--- src/rtl/pipe_sched.sv ---
// Stall/flush scheduler for the 5-stage pipeline: merges hazard, redirect, mult/div and memory-wait
// requests into per-stage write-enable/flush controls, sequences mult/div latency, counts stalls.
module pipe_sched #(
  parameter int unsigned MUL_LAT = 4,
  parameter int unsigned DIV_LAT = 32,
  parameter int unsigned CNT_W   = 16
) (
  input  logic             clk,
  input  logic             rst_n,
  input  logic             hz_stall,
  input  logic             ID_redirect,
  input  logic             EX_redirect,
  input  logic             EX_mdStart,
  input  logic             EX_mdIsDiv,
  input  logic             mem_wait,
  output logic             PC_we,
  output logic             IFID_we,
  output logic             IFID_flush,
  output logic             IDEX_we,
  output logic             IDEX_flush,
  output logic             EXMEM_we,
  output logic             EXMEM_flush,
  output logic             MEMWB_we,
  output logic             md_busy,
  output logic             md_done,
  output logic [CNT_W-1:0] stall_cnt
);

  localparam int unsigned MAX_LAT = (DIV_LAT > MUL_LAT) ? DIV_LAT : MUL_LAT;
  localparam int unsigned MD_W    = $clog2(MAX_LAT) + 1;

  typedef enum logic {RUN, MD_BUSY} state_t;

  state_t          state, state_nxt;
  logic [MD_W-1:0] md_cnt, md_cnt_nxt;

  always_ff @(posedge clk) begin
    if (!rst_n) begin
      state  <= RUN;
      md_cnt <= '0;
    end else begin
      state  <= state_nxt;
      md_cnt <= md_cnt_nxt;
    end
  end

  always_comb begin
    state_nxt   = state;
    md_cnt_nxt  = md_cnt;
    PC_we       = 1'b1;
    IFID_we     = 1'b1;
    IFID_flush  = 1'b0;
    IDEX_we     = 1'b1;
    IDEX_flush  = 1'b0;
    EXMEM_we    = 1'b1;
    EXMEM_flush = 1'b0;
    MEMWB_we    = 1'b1;
    md_done     = 1'b0;
    md_busy     = (state == MD_BUSY);

    if (!rst_n) begin
      // reset: defaults already give all enables high, no flush, no done pulse
    end else if (mem_wait) begin
      PC_we    = 1'b0;
      IFID_we  = 1'b0;
      IDEX_we  = 1'b0;
      EXMEM_we = 1'b0;
      MEMWB_we = 1'b0;
    end else begin
      unique case (state)
        RUN: begin
          if (EX_mdStart) begin
            state_nxt  = MD_BUSY;
            md_cnt_nxt = EX_mdIsDiv ? MD_W'(DIV_LAT - 1) : MD_W'(MUL_LAT - 1);
          end
        end
        MD_BUSY: begin
          md_cnt_nxt = md_cnt - 1'b1;
          if (md_cnt == MD_W'(1)) begin
            md_done    = 1'b1;
            state_nxt  = RUN;
            md_cnt_nxt = '0;
          end
        end
        default: state_nxt = RUN;
      endcase

      // A branch cannot occupy EX during a mult/div, so EX_redirect only counts in RUN.
      if (state == RUN && EX_redirect) begin
        IFID_flush = 1'b1;
        IDEX_flush = 1'b1;
      end else if ((state == MD_BUSY && !md_done) || (state == RUN && EX_mdStart)) begin
        PC_we       = 1'b0;
        IFID_we     = 1'b0;
        IDEX_we     = 1'b0;
        EXMEM_flush = 1'b1;
      end else if (md_done) begin
        // EX result advances; all stages enabled
      end else if (hz_stall) begin
        PC_we      = 1'b0;
        IFID_we    = 1'b0;
        IDEX_flush = 1'b1;
      end else if (ID_redirect) begin
        IFID_flush = 1'b1;
      end
    end
  end

  always_ff @(posedge clk) begin
    if (!rst_n)
      stall_cnt <= '0;
    else if (!PC_we && stall_cnt != '1)
      stall_cnt <= stall_cnt + 1'b1;
  end

endmodule

--- config.mk ---
export PLATFORM = sky130hd
export DESIGN_NAME = pipe_sched
export DESIGN_NICKNAME = d
export VERILOG_FILES = /design/src/rtl/pipe_sched.sv
export SDC_FILE = /design/constraint.sdc
export NUM_CORES = 1
export LEC_CHECK = 0
export CORE_UTILIZATION = 45
export DETAILED_ROUTE_END_ITERATION = 8
export PLACE_DENSITY = 0.81
export SETUP_SLACK_MARGIN = 0.2
export SLEW_MARGIN = 20
export SYNTH_ARGS = -nofsm -noshare
export SYNTH_HDL_FRONTEND = slang
export SYNTH_SLANG_ARGS = --single-unit
--- constraint.sdc ---
create_clock -name clk -period 2.9 [get_ports clk]
set_input_delay 0.435 -clock clk [delete_from_list [all_inputs] [get_ports clk]]
set_output_delay 0.435 -clock clk [all_outputs]
set_load 0.005 [all_outputs]
# --- Word level (Yosys, flattened, before mapping) ---
# Cells that the tools add are included.
# W data, S select, Z words.
word_totals:
  ff_bits: 23
  inputBits: 8
  out_inout_bits: 26
  word_cells: 60
classes:
  add_sub_neg: 2
  eq_ne: 3
  n_mux: 42
  bitwise: 2
  reduce_logical: 8
op_table:
  columns: ["cell", "count"]
  rows:
  - ["$mux W1", 37]
  - ["$add A16 B1 Y16 const B", 1]
  - ["$ne A16 B16 Y1 const B", 1]
  - ["$mux W6", 2]
  - ["$pmux W6 S2", 1]
  - ["$eq A6 B1 Y1 const B", 1]
  - ["$sub A6 B1 Y6 const B", 1]
  - ["$mux W5", 1]
  - ["$logic_and A1 B1 Y1", 4]
  - ["$logic_not A1 Y1", 2]
  - ["$ne A2 B2 Y1 const B", 1]
  - ["$not A1 Y1", 2]
  - ["$pmux W1 S2", 1]
  - ["$reduce_and A2 Y1", 1]
  - ["$logic_or A1 B1 Y1", 1]

# --- Logic depth before layout (Yosys ltp) ---
# Gate-level depths: netlist (run 1).
depth:
  word_depth: 14
  mapped_depth: 8
  depth_no_buf: 7

# --- Worst setup path before layout (run 1) ---
# OpenSTA, ideal clock, no wires.
synth_timing:
  path_type: "reg2out"
  startpoint: "reg md_cnt[0]"
  endpoint: "out EXMEM_flush"
  arrival_ns: 1.609
  setup_slack_ns: 0.856
  path_stages_with_launch: 5
  n_path_buf: 0
  path_cell_list: "dfxtp_1 ha_1 or4b_2 or3_1 and3_1"
synth_via:
  elab_chain_len: 12
synth_rtl:
  columns: ["element", "line_no", "source"]
  rows:
  - ["start, declared", "35", "logic [MD_W-1:0] md_cnt, md_cnt_nxt;"]
  - ["start signal, assigned", "43", "md_cnt <= md_cnt_nxt;"]
  - ["$eq A6 B1 Y1", "79", "if (md_cnt == MD_W'(1)) begin"]
  - ["$mux W1", "79", null]
  - ["$mux W1", "70", "unique case (state)"]
  - ["$mux W1", "63", "end else if (mem_wait) begin"]
  - ["$mux W1", "61", "if (!rst_n) begin"]
  - ["$logic_not A1 Y1", "92", "end else if ((state == MD_BUSY && !md_done) || (state == RUN && EX_mdStart)) begin"]
  - ["$logic_and A1 B1 Y1", "92", null]
  - ["$logic_or A1 B1 Y1", "92", null]
  - ["$mux W1", "92", null]
  - ["$mux W1", "89", "if (state == RUN && EX_redirect) begin"]
  - ["$mux W1", "63", null]
  - ["$mux W1", "61", null]
  - ["end, declared", "22", "output logic EXMEM_flush,"]
# Every way passes these cells. The select of a mux whose other input is x is not followed.

# --- Worst setup path after layout (run 1) ---
layout_timing:
  startpoint: "reg md_cnt[1]"
  endpoint: "out md_done"
layout_via:
  elab_chain_len: 7
layout_rtl:
  columns: ["element", "line_no", "source"]
  rows:
  - ["$eq A6 B1 Y1", "79", null]
  - ["$mux W1", "79", null]
  - ["$mux W1", "70", null]
  - ["$mux W1", "63", null]
  - ["$mux W1", "61", null]
  - ["$mux W1", "63", null]
  - ["$mux W1", "61", null]
  - ["end, declared", "25", "output logic md_done,"]
# Every way passes these cells. The select of a mux whose other input is x is not followed.

==> results of run 1 <==
## flip-flops by register name, indices dropped and copies added (netlist names)
name,cells
md_cnt,6
stall_cnt,16
md_busy,1
## worst min-delay path, delay by kind of cell (launching register included)
kind	cells	cell delay [ns]
mux	1	0.05
simple gates	1	0.06
flops	1	0.37
## cell families after synthesis
| group | share of synthesized area [%] |
|---|---|
| buffers and inverters | 6.09 |
| flip-flops | 33.0 |
| AND/OR/NAND/NOR | 28.2 |
| multiplexers | 2.87 |
| AO/OA/AOI/OAI | 27.2 |
| adder cells (fa/ha/maj) | 2.69 |
## through the flow
| step | std cells | area, µm² |
|---|---|---|
| 2_1_floorplan | 168 | 1400 |
| 3_3_place_gp | 225 | 1740 |
| 4_1_cts | 231 | 1790 |
| 6_report | 235 | 1850 |
| 5_1_grt | 235 | 1850 |
| 3_5_place_dp | 225 | 1740 |
## cell usage in the layout (no fill, tap or decap), types with 6 or more instances in the layout
cell and n:
inv_1 9, buf_4 9, nor2_1 6, dfxtp_1 20, a21oi_1 10, nand2_1 14
clkdlybuf4s50_1 29, nand4_1 6, nor4_1 7
## power groups by stage
stage | registers (mW) | logic, mW | clock network, mW
floorplan | 0.350 | 0.0814 | 0
global placement | 0.355 | 0.127 | 0
detailed placement | 0.356 | 0.132 | 0
CTS | 0.350 | 0.137 | 0.154
global route | 0.355 | 0.161 | 0.163
finish | 0.352 | 0.148 | 0.150
## how the worst min path moves through the flow
stage                         to  slack, ns  depth (start not counted)
floorplan           stall_cnt[9]       0.48                          2
global placement    stall_cnt[9]       0.48                          2
detailed placement  stall_cnt[9]       0.50                          2
CTS                 stall_cnt[9]       0.52                          2
global route           md_cnt[1]       0.56                          2
finish              stall_cnt[9]       0.52                          2
## timing repair
| action | in CTS | in global routing |
|---|---|---|
| setup buffers | 2 | 4 |
| gates resized for setup | 6 | 8 |
| setup endpoints to repair | 3 | 4 |
| hold endpoints to repair | 0 | 0 |
| hold buffers | 0 | 0 |
| pin swaps | 2 | 3 |
## area by class of cell
class | count | area, µm² | share of cell area, %
flip-flops and latches | 23 | 464 | 25.1
multi-input cells | 125 | 878 | 47.5
well taps | 31 | 38.8 | 2.10
repair buffers | 42 | 402 | 21.7
clock buffers | 3 | 22.5 | 1.22
inverters | 10 | 37.5 | 2.03
clock inverters | 1 | 5.00 | 0.271
## routing by layer
layer,track usage (%),wire length [µm]
met1,30.8,1680
met2,36.2,1840
met3,2.68,282
met4,7.48,16
met5,0,0
==> impl_metrics.ini, run 1 <==
[outcome]
outcome = finished with violations
violations = DRC

[floorplan]
die-area_um2 = 3330
die_w_um = 57.7
core_region_area_um2 = 2850
die_h_um = 57.7
rows = 19
io_pins = 34
start_util_pct = 48.9

[synth]
yosys_warnings = 0
ys_async_sr_fraction_pct = 0
synth_area_per_cell_um2 = 8.31
synth_fp_nets = 179
synth_ff_type = dfxtp_1
synth_cell_types = 48
synth-seq-cells = 23
syn_area_um2 = 1400
synthTopCellsByArea = dfxtp_1 33%, nand2_1 3.8%, a21oi_1 3.6%, nor4_1 3.1%, mux2i_1 2.9%
yosysSeqAreaShare_pct = 33.0
yosysTopAreaCell = dfxtp_1
ys_top_cells_by_count = 23 x dfxtp_1, 14 x nand2_1, 10 x a21oi_1, 9 x inv_1, 7 x nor4_1
synth_edf_count = 0
yosys.cell_count.top_type = dfxtp_1
synth_top_area_share_pct = 33.0
netlist_instances = 168

[power]
p_comb_share_pct = 22.7
power.density_nw_per_um2 = 351
intPower_uw = 457
ir_worst_vdd_mv = 0.279
p_switching_uw = 192
total_power_uw = 650
pwr-share-seq_pct = 54.3
power.leakage_nw = 0.637
p_sw_share_pct = 29.6
clkPwrFrac_pct = 23.0

[timing]
rsz0062_at_grt = no
fin_crit_ns = 2.62
maxSlewViolCount = 0
tightestPinTransition_ns = 0.666
relSlewSlack_pct = 55.2
setup-violations-final = 0
skew_ns = 0.0109
fin_setup_tns_ns = 0
setup_ws_ns = 0.284
fin_crit_sh_pct = 90.2
hold-worst-slack_ns = 0.517
hold_viol_final = 0
fmax_mhz = 382

[finish]
diodes = 0
fillCellCount = 238
drive_gt1_share_pct = 12.3
layout.nets = 216
final_core_util_pct = 64.8
area_delta_synth_final_pct = 32.3

[worst_setup_path]
endpoint = md_done
r2r-end = stall_cnt[13]
critPathArrivalTime_ns = 2.18
cp-startpoint = md_cnt[1]
crit_cells = 7
critical_path.top_delay_family = simple AND/OR/NAND/NOR gates
critPathBufInv = 3
reg2reg_depth = 9
startpoint_type = register
critical_path.cell_chain = inv_1 -> ha_2 -> or4b_4 -> or3_1 -> buf_4 -> nor2_1 -> clkdlybuf4s15_1
path_max_fanout = 3
end_kind = output pin
required_ns = 2.47
ff2ff_setup_slack_ns = 0.75
critical-path-slowest-cell = or4b_4
r2r_start = md_cnt[1]
crit_type = register to output pin
cpPeakStageDelay_ns = 0.47

[worst_hold_path]
worstHoldStart = stall_cnt[9]
hp-class = register to register

[run]
maxCapViolCount = 0

[cts]
cts_tree = done
clock-root-buffer = clkbuf_4
clk_path_buf_depth = 2
clock_latency_ns = 0.31
path_clk_slew_ns = 0.14
cts.sinks = 23
h-tree-depth = 1
cts_made_buffers = 3

[place]
post-place-ws_ns = 0.226
hpwl_um = 2630
gp_congestion = 0.856
io_buffer_count = 33

[global_routing]
globalRouteOverflowTotal = 0
grt_pass1_vias = 1317
grt_antenna_before_repair = 0
track_usage_pct = 22.3
grt_max_degree = 20
grt_pass1_wl_um = 5870

[routing]
drtIter0Drc = 94
via_per_inst = 6.45
drcViolationCount = 3
drt-total-wl_um = 3830
num_vias = 1516
drtAntennaViolNets = 0
routedWlPerCell_um = 16.3
dr.pass1.iters = 7
Note: power is estimated with default switching activity, not from simulation.
==> inputs of run 2 (changes only) <==
--- a/config.mk
+++ b/config.mk
@@ -8,6 +8,7 @@
 export CORE_UTILIZATION = 45
 export DETAILED_ROUTE_END_ITERATION = 8
 export PLACE_DENSITY = 0.81
+export RECOVER_POWER = 50
 export SETUP_SLACK_MARGIN = 0.2
 export SLEW_MARGIN = 20
 export SYNTH_ARGS = -nofsm -noshare
==> impl_metrics.ini, run 2 (synthesized netlist as in run 1, its figures left out) <==
[outcome]
outcome = finished with violations
violations = DRC

[timing]
relSlewSlack_pct = 56.6
tightestPinTransition_ns = 0.644
rsz0062_at_grt = no
fin_crit_sh_pct = 91.4
setup-violations-final = 0
setup_ws_ns = 0.249
fin_crit_ns = 2.65
fmax_mhz = 377
skew_ns = 0.0123
fin_setup_tns_ns = 0
maxSlewViolCount = 0
hold_viol_final = 0

[place]
io_buffer_count = 33
post-place-ws_ns = 0.226
gp_congestion = 0.856
placed_area_um2 = 1740
hpwl_um = 2630
placed_cells = 225

[cts]
clock-root-buffer = clkbuf_4
cts_tree = done
clk_path_buf_depth = 2
cts_made_buffers = 3
h-tree-depth = 1
cts.sinks = 23
path_clk_slew_ns = 0.14
clock_latency_ns = 0.31

[power]
power.density_nw_per_um2 = 351
power.leakage_nw = 0.696
ir_worst_vdd_mv = 0.279

[routing]
drtIter0Drc = 99
routedWlPerCell_um = 16.2
drt-total-wl_um = 3820
drtAntennaViolNets = 0
num_vias = 1513
via_per_inst = 6.44
dr.pass1.iters = 7
drcViolationCount = 3

[global_routing]
grt_pass1_vias = 1317
track_usage_pct = 22.3
grt_max_degree = 20
grt_antenna_before_repair = 0
globalRouteOverflowTotal = 0
grt_pass1_wl_um = 5870

[floorplan]
die_h_um = 57.7
rows = 19
die-area_um2 = 3330
start_util_pct = 48.9
io_pins = 34
die_w_um = 57.7
core_region_area_um2 = 2850

[worst_setup_path]
required_ns = 2.47
critPathArrivalTime_ns = 2.22
startpoint_type = register
end_kind = output pin
crit_type = register to output pin
path_max_fanout = 14

[finish]
final_core_util_pct = 64.5
diodes = 0
largest_register = stall_cnt
layout.nets = 216
final_cell_mix = 22 x dfxtp_1, 17 x dlygate4sd3_1, 14 x nand2_1
final_area_um2 = 1840
final_common_cell = dfxtp_1
largest_register_ffs = 16
area_delta_synth_final_pct = 31.7
drive_gt1_share_pct = 9.80
stdcell_count = 235

[run]
maxCapViolCount = 0

[worst_hold_path]
hp-class = register to register
[run 2: cell types whose count changed in the layout (fill, tap and decap cells not counted), sizes merged]
cell	previous run	this run
clkdlybuf4s50	29	12
dlygate4sd3	0	17
buf	9	7
clkbuf	3	5
[run 2: cell type report]
class,instances,area (µm²)
inverter,10,37.5
clock buffer,3,22.5
tap,31,38.8
clock inverter,1,5.00
timing repair buffer,42,398
sequential,23,462
fill,243,1010
multi-input combinational,125,876
[run 2: per-layer routing]
metal	up-vias	part of all wire, %	track usage, %
met3	2	6.9	2.68
met4	0	0.39	7.48
met2	73	49	36.2
met5	-	0	0
li1	726	-	-
met1	712	44	30.8
[run 2: final timing paths]
path | from | end | slack [ns] | cells past startpoint
setup reg to reg | md_cnt[1] | stall_cnt[13] | 0.68 | 9
hold reg to reg | stall_cnt[9] | stall_cnt[9] | 0.52 | 2
hold / removal | stall_cnt[9] | stall_cnt[9] | 0.52 | 2
setup / recovery | md_busy | PC_we | 0.25 | 5
[run 2: stage by stage]
| step | hold slack (ns) | power, mW |
|---|---|---|
| 2_1_floorplan | 0.479 | 0.431 |
| 3_3_place_gp | 0.485 | 0.482 |
| 3_5_place_dp | 0.504 | 0.488 |
| 4_1_cts | 0.520 | 0.641 |
| 5_1_grt | 0.555 | 0.676 |
| 6_report | 0.516 | 0.645 |
[run 2: timing repair]
action,in CTS,in global routing
buffers inserted,2,4
pin swaps,2,3
endpoints found under the setup margin,3,4
resized for setup,6,8
hold buffers,0,0
[run 2: worst max-delay path, cell delays in order (launching register included)]
cell and delay, ns:
dfxtp_1 0.64, nor4b_4 0.33, a221oi_2 0.09, buf_4 0.18, inv_2 0.14, clkdlybuf4s50_1 0.53
[run 2: power breakdown]
part           internal, mW  switching (mW)
Sequential            0.329          0.0223
Clock                0.0514          0.0981
Combinational        0.0726          0.0714
Total                 0.453           0.192
